===== src/rtl/des_pkg.sv =====
// rtl/des_pkg.sv - shared DES key schedule constants, state type and half-rotation helpers
package des_pkg;

    localparam int DES_ROUNDS = 16;
    localparam int HALF_W     = 28;
    localparam int SUBKEY_W   = 48;

    // Per-round left-rotation amounts; entry r-1 holds SHIFT for round r.
    localparam logic [1:0] SHIFT_TBL [DES_ROUNDS] = '{
        2'd1, 2'd1, 2'd2, 2'd2, 2'd2, 2'd2, 2'd2, 2'd2,
        2'd1, 2'd2, 2'd2, 2'd2, 2'd2, 2'd2, 2'd2, 2'd1
    };

    typedef enum logic {
        IDLE = 1'b0,
        GEN  = 1'b1
    } state_e;

    function automatic logic [HALF_W-1:0] rotl_half(input logic [HALF_W-1:0] x,
                                                    input logic [1:0] n);
        return (n == 2'd2) ? {x[HALF_W-3:0], x[HALF_W-1:HALF_W-2]}
                           : {x[HALF_W-2:0], x[HALF_W-1]};
    endfunction

    function automatic logic [HALF_W-1:0] rotr_half(input logic [HALF_W-1:0] x,
                                                    input logic [1:0] n);
        return (n == 2'd2) ? {x[1:0], x[HALF_W-1:2]}
                           : {x[0], x[HALF_W-1:1]};
    endfunction

endpackage


===== src/rtl/des_key_schedule_ctrl_if.sv =====
// rtl/des_key_schedule_ctrl_if.sv - key input and subkey output handshakes of the key scheduler
interface des_key_schedule_ctrl_if;
    import des_pkg::*;

    logic [63:0]         key_in;
    logic                decrypt;
    logic                key_valid;
    logic                key_ready;
    logic [SUBKEY_W-1:0] subkey;
    logic                subkey_valid;
    logic                subkey_ready;
    logic [3:0]          round_idx;
    logic                subkey_last;

    modport master (
        output key_in, decrypt, key_valid, subkey_ready,
        input  key_ready, subkey, subkey_valid, round_idx, subkey_last
    );

    modport slave (
        input  key_in, decrypt, key_valid, subkey_ready,
        output key_ready, subkey, subkey_valid, round_idx, subkey_last
    );

endinterface


===== src/rtl/des_key_schedule_ctrl_pc2.sv =====
// rtl/des_key_schedule_ctrl_pc2.sv - DES PC-2, 56-bit C/D to 48-bit round subkey
module permuted_choice_2
    import des_pkg::*;
(
    input  logic [55:0]         cd_i,
    output logic [SUBKEY_W-1:0] subkey_o
);

    localparam int PC2_TBL [SUBKEY_W] = '{
        14, 17, 11, 24,  1,  5,
         3, 28, 15,  6, 21, 10,
        23, 19, 12,  4, 26,  8,
        16,  7, 27, 20, 13,  2,
        41, 52, 31, 37, 47, 55,
        30, 40, 51, 45, 33, 48,
        44, 49, 39, 56, 34, 53,
        46, 42, 50, 36, 29, 32
    };

    for (genvar i = 0; i < SUBKEY_W; i++) begin : g_pc2
        assign subkey_o[SUBKEY_W-1-i] = cd_i[56-PC2_TBL[i]];
    end

    logic unused_dropped;
    assign unused_dropped = ^{cd_i[47], cd_i[38], cd_i[34], cd_i[31],
                              cd_i[21], cd_i[18], cd_i[13], cd_i[2]};

endmodule


===== src/rtl/permuted_choice_1.sv =====
// rtl/permuted_choice_1.sv - DES PC-1, 64-bit key to 56-bit C/D; parity bits dropped
module permuted_choice_1 (
    input  logic [63:0] key_i,
    output logic [55:0] cd_o
);

    // FIPS numbering: bit 1 is the MSB of the key.
    localparam int PC1_TBL [56] = '{
        57, 49, 41, 33, 25, 17,  9,
         1, 58, 50, 42, 34, 26, 18,
        10,  2, 59, 51, 43, 35, 27,
        19, 11,  3, 60, 52, 44, 36,
        63, 55, 47, 39, 31, 23, 15,
         7, 62, 54, 46, 38, 30, 22,
        14,  6, 61, 53, 45, 37, 29,
        21, 13,  5, 28, 20, 12,  4
    };

    for (genvar i = 0; i < 56; i++) begin : g_pc1
        assign cd_o[55-i] = key_i[64-PC1_TBL[i]];
    end

    logic unused_parity;
    assign unused_parity = ^{key_i[56], key_i[48], key_i[40], key_i[32],
                             key_i[24], key_i[16], key_i[8],  key_i[0]};

endmodule


===== src/rtl/des_key_schedule_ctrl.sv =====
// rtl/des_key_schedule_ctrl.sv - sequences the 16 DES subkeys in encrypt or decrypt order
module des_key_schedule_ctrl
    import des_pkg::*;
(
    input  logic                    clk,
    input  logic                    rst,
    des_key_schedule_ctrl_if.slave  bus
);

    logic [55:0]         pc1_w;
    logic [SUBKEY_W-1:0] pc2_w;

    state_e            state_q, state_d;
    logic [HALF_W-1:0] c_q, c_d;
    logic [HALF_W-1:0] d_q, d_d;
    logic [3:0]        round_q, round_d;
    logic              mode_q, mode_d;

    permuted_choice_1 u_pc1 (
        .key_i (bus.key_in),
        .cd_o  (pc1_w)
    );

    permuted_choice_2 u_pc2 (
        .cd_i     ({c_q, d_q}),
        .subkey_o (pc2_w)
    );

    always_ff @(posedge clk) begin
        if (rst) begin
            state_q <= IDLE;
            c_q     <= '0;
            d_q     <= '0;
            round_q <= '0;
            mode_q  <= 1'b0;
        end else begin
            state_q <= state_d;
            c_q     <= c_d;
            d_q     <= d_d;
            round_q <= round_d;
            mode_q  <= mode_d;
        end
    end

    always_comb begin
        state_d = state_q;
        c_d     = c_q;
        d_d     = d_q;
        round_d = round_q;
        mode_d  = mode_q;
        case (state_q)
            IDLE: begin
                if (bus.key_valid) begin
                    state_d = GEN;
                    mode_d  = bus.decrypt;
                    round_d = '0;
                    // Decrypt starts at C16/D16, which equals C0/D0 since the shifts total 28.
                    if (bus.decrypt) begin
                        c_d = pc1_w[55:28];
                        d_d = pc1_w[27:0];
                    end else begin
                        c_d = rotl_half(pc1_w[55:28], SHIFT_TBL[0]);
                        d_d = rotl_half(pc1_w[27:0],  SHIFT_TBL[0]);
                    end
                end
            end
            GEN: begin
                if (bus.subkey_ready) begin
                    if (round_q == 4'd15) begin
                        state_d = IDLE;
                        round_d = '0;
                    end else begin
                        round_d = round_q + 4'd1;
                        if (mode_q) begin
                            c_d = rotr_half(c_q, SHIFT_TBL[4'd15 - round_q]);
                            d_d = rotr_half(d_q, SHIFT_TBL[4'd15 - round_q]);
                        end else begin
                            c_d = rotl_half(c_q, SHIFT_TBL[round_q + 4'd1]);
                            d_d = rotl_half(d_q, SHIFT_TBL[round_q + 4'd1]);
                        end
                    end
                end
            end
            default: state_d = IDLE;
        endcase
    end

    assign bus.key_ready    = (state_q == IDLE);
    assign bus.subkey_valid = (state_q == GEN);
    assign bus.subkey_last  = (state_q == GEN) && (round_q == 4'd15);
    assign bus.round_idx    = round_q;
    assign bus.subkey       = pc2_w;

endmodule


===== src/flat_wrapper.sv =====
// flat-port wrapper written by rule: the top's interface ports become plain ports
module des_key_schedule_ctrl_flat import des_pkg::*;
  (clk, rst, bus_key_in, bus_decrypt, bus_key_valid, bus_subkey_ready, bus_key_ready, bus_subkey, bus_subkey_valid, bus_round_idx, bus_subkey_last);
  des_key_schedule_ctrl_if bus_i ();
  input  logic clk;
  input  logic rst;
  input wire logic [$bits(bus_i.key_in)-1:0] bus_key_in;
  input wire logic [$bits(bus_i.decrypt)-1:0] bus_decrypt;
  input wire logic [$bits(bus_i.key_valid)-1:0] bus_key_valid;
  input wire logic [$bits(bus_i.subkey_ready)-1:0] bus_subkey_ready;
  output wire logic [$bits(bus_i.key_ready)-1:0] bus_key_ready;
  output wire logic [$bits(bus_i.subkey)-1:0] bus_subkey;
  output wire logic [$bits(bus_i.subkey_valid)-1:0] bus_subkey_valid;
  output wire logic [$bits(bus_i.round_idx)-1:0] bus_round_idx;
  output wire logic [$bits(bus_i.subkey_last)-1:0] bus_subkey_last;
  assign bus_i.key_in = bus_key_in;
  assign bus_i.decrypt = bus_decrypt;
  assign bus_i.key_valid = bus_key_valid;
  assign bus_i.subkey_ready = bus_subkey_ready;
  assign bus_key_ready = bus_i.key_ready;
  assign bus_subkey = bus_i.subkey;
  assign bus_subkey_valid = bus_i.subkey_valid;
  assign bus_round_idx = bus_i.round_idx;
  assign bus_subkey_last = bus_i.subkey_last;
  des_key_schedule_ctrl u_core (.clk(clk), .rst(rst), .bus(bus_i));
endmodule

===== config.mk =====
export PLATFORM = sky130hd
export DESIGN_NAME = des_key_schedule_ctrl_flat
export DESIGN_NICKNAME = d
export VERILOG_FILES = /design/src/rtl/des_pkg.sv /design/src/rtl/des_key_schedule_ctrl_if.sv /design/src/rtl/des_key_schedule_ctrl_pc2.sv /design/src/rtl/permuted_choice_1.sv /design/src/rtl/des_key_schedule_ctrl.sv /design/src/flat_wrapper.sv
export SDC_FILE = /design/constraint.sdc
export NUM_CORES = 1
export LEC_CHECK = 0
export CAP_MARGIN = 10
export CORE_ASPECT_RATIO = 0.6
export CORE_UTILIZATION = 40
export CTS_CLUSTER_DIAMETER = 150
export DETAILED_ROUTE_END_ITERATION = 6
export GPL_ROUTABILITY_DRIVEN = 1
export GPL_TIMING_DRIVEN = 0
export SLEW_MARGIN = 20
export SYNTH_ARGS = -nofsm -noshare
export SYNTH_HDL_FRONTEND = slang
export SYNTH_SLANG_ARGS = --single-unit

===== constraint.sdc =====
create_clock -name clk -period 5.9 [get_ports clk]
set_input_delay 1.475 -clock clk [delete_from_list [all_inputs] [get_ports clk]]
set_output_delay 1.475 -clock clk [all_outputs]
set_load 0.03 [all_outputs]

# ---- After elaboration in Yosys (flattened, before gate mapping)
# Memories as Yosys holds them, arrays and structs flattened.
# Cells that the tools add are included.
dict set report totals {
  memories 2
  output_inout_bits 55
  mem_bits_ro 64
  inputBits 69
  ff_bits 62
  word_cells 52
}
dict set report op_classes {
  n_lt_le_gt_ge 2
  n_mux 28
  reduce_logical 4
  n_bitwise 3
  add_sub_neg 2
  eq_ne 6
}
# name words word_bits rd rd_ports_with_merged_regs wr line
set mem_list {}
lappend mem_list {{(name not given)} 16 2 1 0 0 des_key_schedule_ctrl.sv:78} ;# c_d = rotl_half(c_q, SHIFT_TBL[round_q + 4'd1]);
lappend mem_list {{(name not given)} 16 2 1 0 0 des_key_schedule_ctrl.sv:76} ;# d_d = rotr_half(d_q, SHIFT_TBL[4'd15 - round_q]);
# op n
set op_table {}
lappend op_table {{two-way mux 28 bit} 14}
lappend op_table {{case mux 28 bit (2 select lines)} 2}
lappend op_table {{two-way mux 4 bit} 3}
lappend op_table {{>= comparator 5 bit (second input constant)} 2}
lappend op_table {{NOT 4 -> 5 bit} 2}
lappend op_table {{two-way mux 2 bit} 4}
lappend op_table {{case mux 4 bit (2 select lines)} 1}
lappend op_table {{inequality test 2 bit (second input constant)} 3}
lappend op_table {{adder 4 x 1 -> 4 bit (second input constant)} 1}
lappend op_table {{== test 2 bit (second input constant)} 2}
lappend op_table {{== test 4 bit (second input constant)} 1}
lappend op_table {{AND reduction 2 bit} 2}
lappend op_table {{subtractor 4 bit (first input constant)} 1}
lappend op_table {{two-way mux 1 bit} 3}
lappend op_table {{AND reduction 3 bit} 1}
lappend op_table {{case mux 1 bit (2 select lines)} 1}
lappend op_table {{logical AND 1 bit} 1}
lappend op_table {{NOT 1 bit} 1}

# ---- Logic depth before layout (Yosys ltp)
dict set report logic_depth {
  depth_word 11
  mapped_depth 10
  mapped_depth_nobuf 7
}

# ---- Cells and area by module
# From an unflattened synthesis, not the netlist that was laid out.
dict set report hier_totals {
  cells_unflattened 808
  area_unflattened_um2 6429.9
}
# mod seq_area_each_um2 cells_each area_per_inst_um2 instances
set by_module_without_submodules {}
lappend by_module_without_submodules {des_key_schedule_ctrl 1241.2 704 5649.2 1}
lappend by_module_without_submodules {permuted_choice_1 0.0 56 420.4 1}
lappend by_module_without_submodules {permuted_choice_2 0.0 48 360.3 1}

# ---- Least setup slack after synthesis
# Ideal clock, no wire load.
dict set report synth_path {
  path_kind {reg-to-output}
  start {register u_core.round_q[1] (netlist: u_core.bus.round_idx[1])}
  end {output bus_subkey_last}
  required_ps 4425
  t_arrival_ps 1549
  slack_ps 2876
  path_stages_with_launch 5
  n_path_buf 1
  cell_sequence {dfxtp_1 ha_1 buf_2 nand4_1 inv_1}
}
dict set report synth_between {
  elab_chain_cells 2
}
# item line
set synth_lines {}
lappend synth_lines {{start, declared} des_key_schedule_ctrl.sv:16} ;# logic [3:0] round_q, round_d;
lappend synth_lines {{start signal, assigned} des_key_schedule_ctrl.sv:40} ;# round_q <= round_d;
lappend synth_lines {{== test 4 bit} des_key_schedule_ctrl.sv:90} ;# assign bus.subkey_last = (state_q == GEN) && (round_q == 4'd15);
lappend synth_lines {{logical AND 1 bit} des_key_schedule_ctrl.sv:90}
lappend synth_lines {{end, declared} flat_wrapper.sv:15} ;# output wire logic [$bits(bus_i.subkey_last)-1:0] bus_subkey_last;
# No other way between the ends.

# ---- Final worst setup path
# Same ends and word-level chain as after synthesis.

==> results.md <==
| Item | Value |
| --- | --- |
| Status | finished, final reports clean |
| XOR/XNOR Fraction of Synth Area | 0% |
| Crit path time final | 4000 ps |
| Detailed placement HPWL | 20200 um |
| Count of flip-flops with a built-in enable after synthesis | 0 |
| Most used flip-flop cell after synthesis | sky130_fd_sc_hd__dfxtp_1 |
| Most frequent cells in the layout | sky130_fd_sc_hd__o211ai_1, sky130_fd_sc_hd__clkdlybuf4s50_1, sky130_fd_sc_hd__nand4_1 |
| CTS tree | built |
| Synthesis-to-finish area growth | 28.0% |
| Post-placement setup slack | 2210 ps |
| Non-filler instance count after layout | 1133 |
| Die width | 162 um |
| Pleak | 2.52 nW |
| # clock sinks | 62 |
| Antenna violations before repair | 0 |
| Diodes inserted | 0 |
| Height of the chip | 98.2 um |
| Final Hold Violating Endpoints | 0 |
| Number of placed I/O pins | 124 |
| Routed vias/inst | 6.87 |
| Leading cell type in the layout, fill and taps excluded | sky130_fd_sc_hd__o211ai_1 |
| Post-synthesis compound-gate area fraction | 38.3% |
| Final setup skew | 7.06 ps |
| GR Overflow Total | 0 |
| Synth unique cells | 50 |
| Initial Utilization | 41.8% |
| Cts-stage hold buffer count | 0 |
| Via count of the first global-routing pass | 7236 |
| Setup fix buffers added after clock tree synthesis | 0 |
| Number of DRC violations after detailed routing | 0 |
| Worst path setup slack after routing | 1900 ps |
| Count of state elements after synthesis | 62 |
| GPL Wtd Cong | 0.913 |
| Period utilisation layout | 67.8% |
| Final setup violating endpoints | 0 |
| Synthesis Warnings | 0 |
| Total placed cells including tap cells | 1117 |
| Resize count post-CTS | 0 |
| Largest family of logic cells by synthesized area | compound AO/OA/AOI/OAI gates |
| Net Count, Synth | 880 |
| Fraction of final layout cells sized beyond drive strength 1 | 14.7% |
| Largest net degree at the start of global routing | 13 |
| Post-synthesis share of cell area spent on and, or, nand and nor gates | 22.8% |
| Fin area | 7890 sq um |
| Total Routing Usage GR | 34.0% |
| Number of nets in the final layout | 1005 |
| Number of buffers created by CTS | 9 |
| Multiplexer area fraction after synthesis | 4.42% |
| Post-synth design cell area | 6170 sq um |
| Areal power density over the cells | 226 nW/um^2 |
| Slew @ Worst Pin | 810 ps |
| Critical path start-end classification | flip-flop to output pin |
| Share of synthesized cell area in full adder, half adder and majority cells | 1.22% |
| CP Launch Type | flip-flop |
| Number of levels the H-tree was split into | 3 |
| Fraction of registers with async set/reset | 0% |
| Arrival time at the worst endpoint | 2530 ps |
| Post-placement cell area | 7560 sq um |
| Max-capacitance violation count | 0 |
| Final setup TNS | 0 ps |
| First-pass GRT wire length | 42100 um |
| Maximum fanout along the worst path | 12 |
| Count of vias placed by the detailed router | 7783 |
| Root buf cell | sky130_fd_sc_hd__clkbuf_16 |
| Worst-skew pair later-pin latency | 340 ps |
| Mean routed wirelength per cell | 24.0 um |
| Class of the most critical hold timing path | flip-flop to flip-flop |
| RSZ-0062 raised after global routing | no |
| Max-slew violation count | 0 |
| DRT iter0 DRCs | 1060 |
| Overall Power | 1.78 mW |
| Iteration count of the initial detailed-routing pass | 5 |
| Sequential-to-total area share from yosys stat | 20.1% |
| Max Clk Rate | 0.250 GHz |
| Maximum number of buffers from clock root to sink | 2 |
| Synthesized instance count | 805 |
| Port Buf Inserts | 114 |
| Die area | 15900 sq um |
| Core Area | 14800 sq um |
| Std cell rows | 34 |
| Average footprint of a synthesized cell | 7.66 sq um |
| Detailed Route WL | 27200 um |
| Worst-path clk slew | 60 ps |
| Routed Antenna Nets | 0 |
| CP Capture Type | output pin |
| Peak supply drop | 0.117 mV |
| Worst max-slew margin expressed relative to the limit | 46.0% |
| Data required time at the worst endpoint | 4430 ps |
## layout make-up
class	count	area, sq um
clock buffer	13	270
clock inverter	3	65.1
multi-input combinational	592	4110
timing repair buffer	114	1140
fill	1420	6870
buffer	144	786
inverter	7	26.3
tap	198	248
sequential	62	1240
## path summary, 6_finish.rpt
kind,slack [ps],start,depth (start not counted),to
worst min register to register,560,u_core.d_q[21],2,u_core.d_q[23]
worst max register to register,3050,u_core.bus.round_idx[0],9,u_core.d_q[12]
worst min-delay path,560,u_core.d_q[21],2,u_core.d_q[23]
worst max-delay path,1900,u_core.bus.round_idx[1],5,bus_subkey_last
## critical path, cell delays in order (launching register included)
cell                              delay, ps
sky130_fd_sc_hd__dfxtp_1                560
sky130_fd_sc_hd__ha_1                   240
sky130_fd_sc_hd__buf_2                  230
sky130_fd_sc_hd__nand4_1                230
sky130_fd_sc_hd__inv_1                  220
sky130_fd_sc_hd__clkdlybuf4s50_1        700
## power breakdown
part / total, mW / internal [mW] / leakage [nW] / switching (mW)
Sequential: 0.564 / 0.465 / 0.513 / 0.0992
Clock: 0.617 / 0.404 / 0.166 / 0.212
Combinational: 0.602 / 0.260 / 1.84 / 0.342
## synth_stat cells (3+ instances only)
| cell type | count | share of area [%] |
|---|---|---|
| sky130_fd_sc_hd__o211ai_1 | 124 | 15 |
| sky130_fd_sc_hd__o2111ai_1 | 36 | 5.1 |
| sky130_fd_sc_hd__nand3_1 | 25 | 2.0 |
| sky130_fd_sc_hd__a221oi_1 | 34 | 4.8 |
| sky130_fd_sc_hd__buf_2 | 31 | 2.5 |
| sky130_fd_sc_hd__nand4_1 | 81 | 8.2 |
| sky130_fd_sc_hd__nor2_1 | 45 | 2.7 |
| sky130_fd_sc_hd__o21a_1 | 20 | 2.4 |
| sky130_fd_sc_hd__ha_1 | 6 | 1.2 |
| sky130_fd_sc_hd__a21oi_1 | 6 | 0.49 |
| sky130_fd_sc_hd__nor2b_1 | 38 | 3.9 |
| sky130_fd_sc_hd__buf_4 | 49 | 6.0 |
| sky130_fd_sc_hd__o21ai_0 | 3 | 0.24 |
| sky130_fd_sc_hd__clkbuf_1 | 55 | 3.3 |
| sky130_fd_sc_hd__inv_1 | 7 | 0.43 |
| sky130_fd_sc_hd__a41o_1 | 20 | 3.2 |
| sky130_fd_sc_hd__buf_1 | 6 | 0.37 |
| sky130_fd_sc_hd__mux2_2 | 22 | 4.0 |
| sky130_fd_sc_hd__buf_6 | 3 | 0.55 |
| sky130_fd_sc_hd__a211oi_1 | 34 | 4.1 |
| sky130_fd_sc_hd__nand2_1 | 63 | 3.8 |
| sky130_fd_sc_hd__dfxtp_1 | 62 | 20 |
## registers in the layout (all words and copies together), names as in the netlist
name and flops:
u_core.c_q 28, u_core.d_q 28, u_core.bus.round_idx 4, u_core.bus.subkey_valid 1, u_core.mode_q 1
## logic make-up (layout without fill, tap and decap cells)
family,count (synthesis),in the layout
and+or+nand+nor,269,269
muxes,24,24
buffers and inverters,151,281
adders and majority gates,6,6
AOI/OAI and AO/OA,293,293
DFF,62,62
## stage by stage
stage                     hold slack, ps  utilization (%)
after CTS                            559             53.5
after global routing                 598             53.5
after detailed placement             541             51.2
final                                563             53.5
after global placement               548             51.2
after floorplan                      508                -
## per-layer routing
| layer | vias up | global-route usage, % | routed length, um |
|---|---|---|---|
| met5 | - | 0 | 0 |
| met4 | 0 | 6.10 | 309 |
| met3 | 42 | 12.1 | 3880 |
| met2 | 582 | 42.9 | 10200 |
| met1 | 3736 | 53.1 | 12800 |
| li1 | 3423 | - | - |
Power figures use the tool's default switching activity.
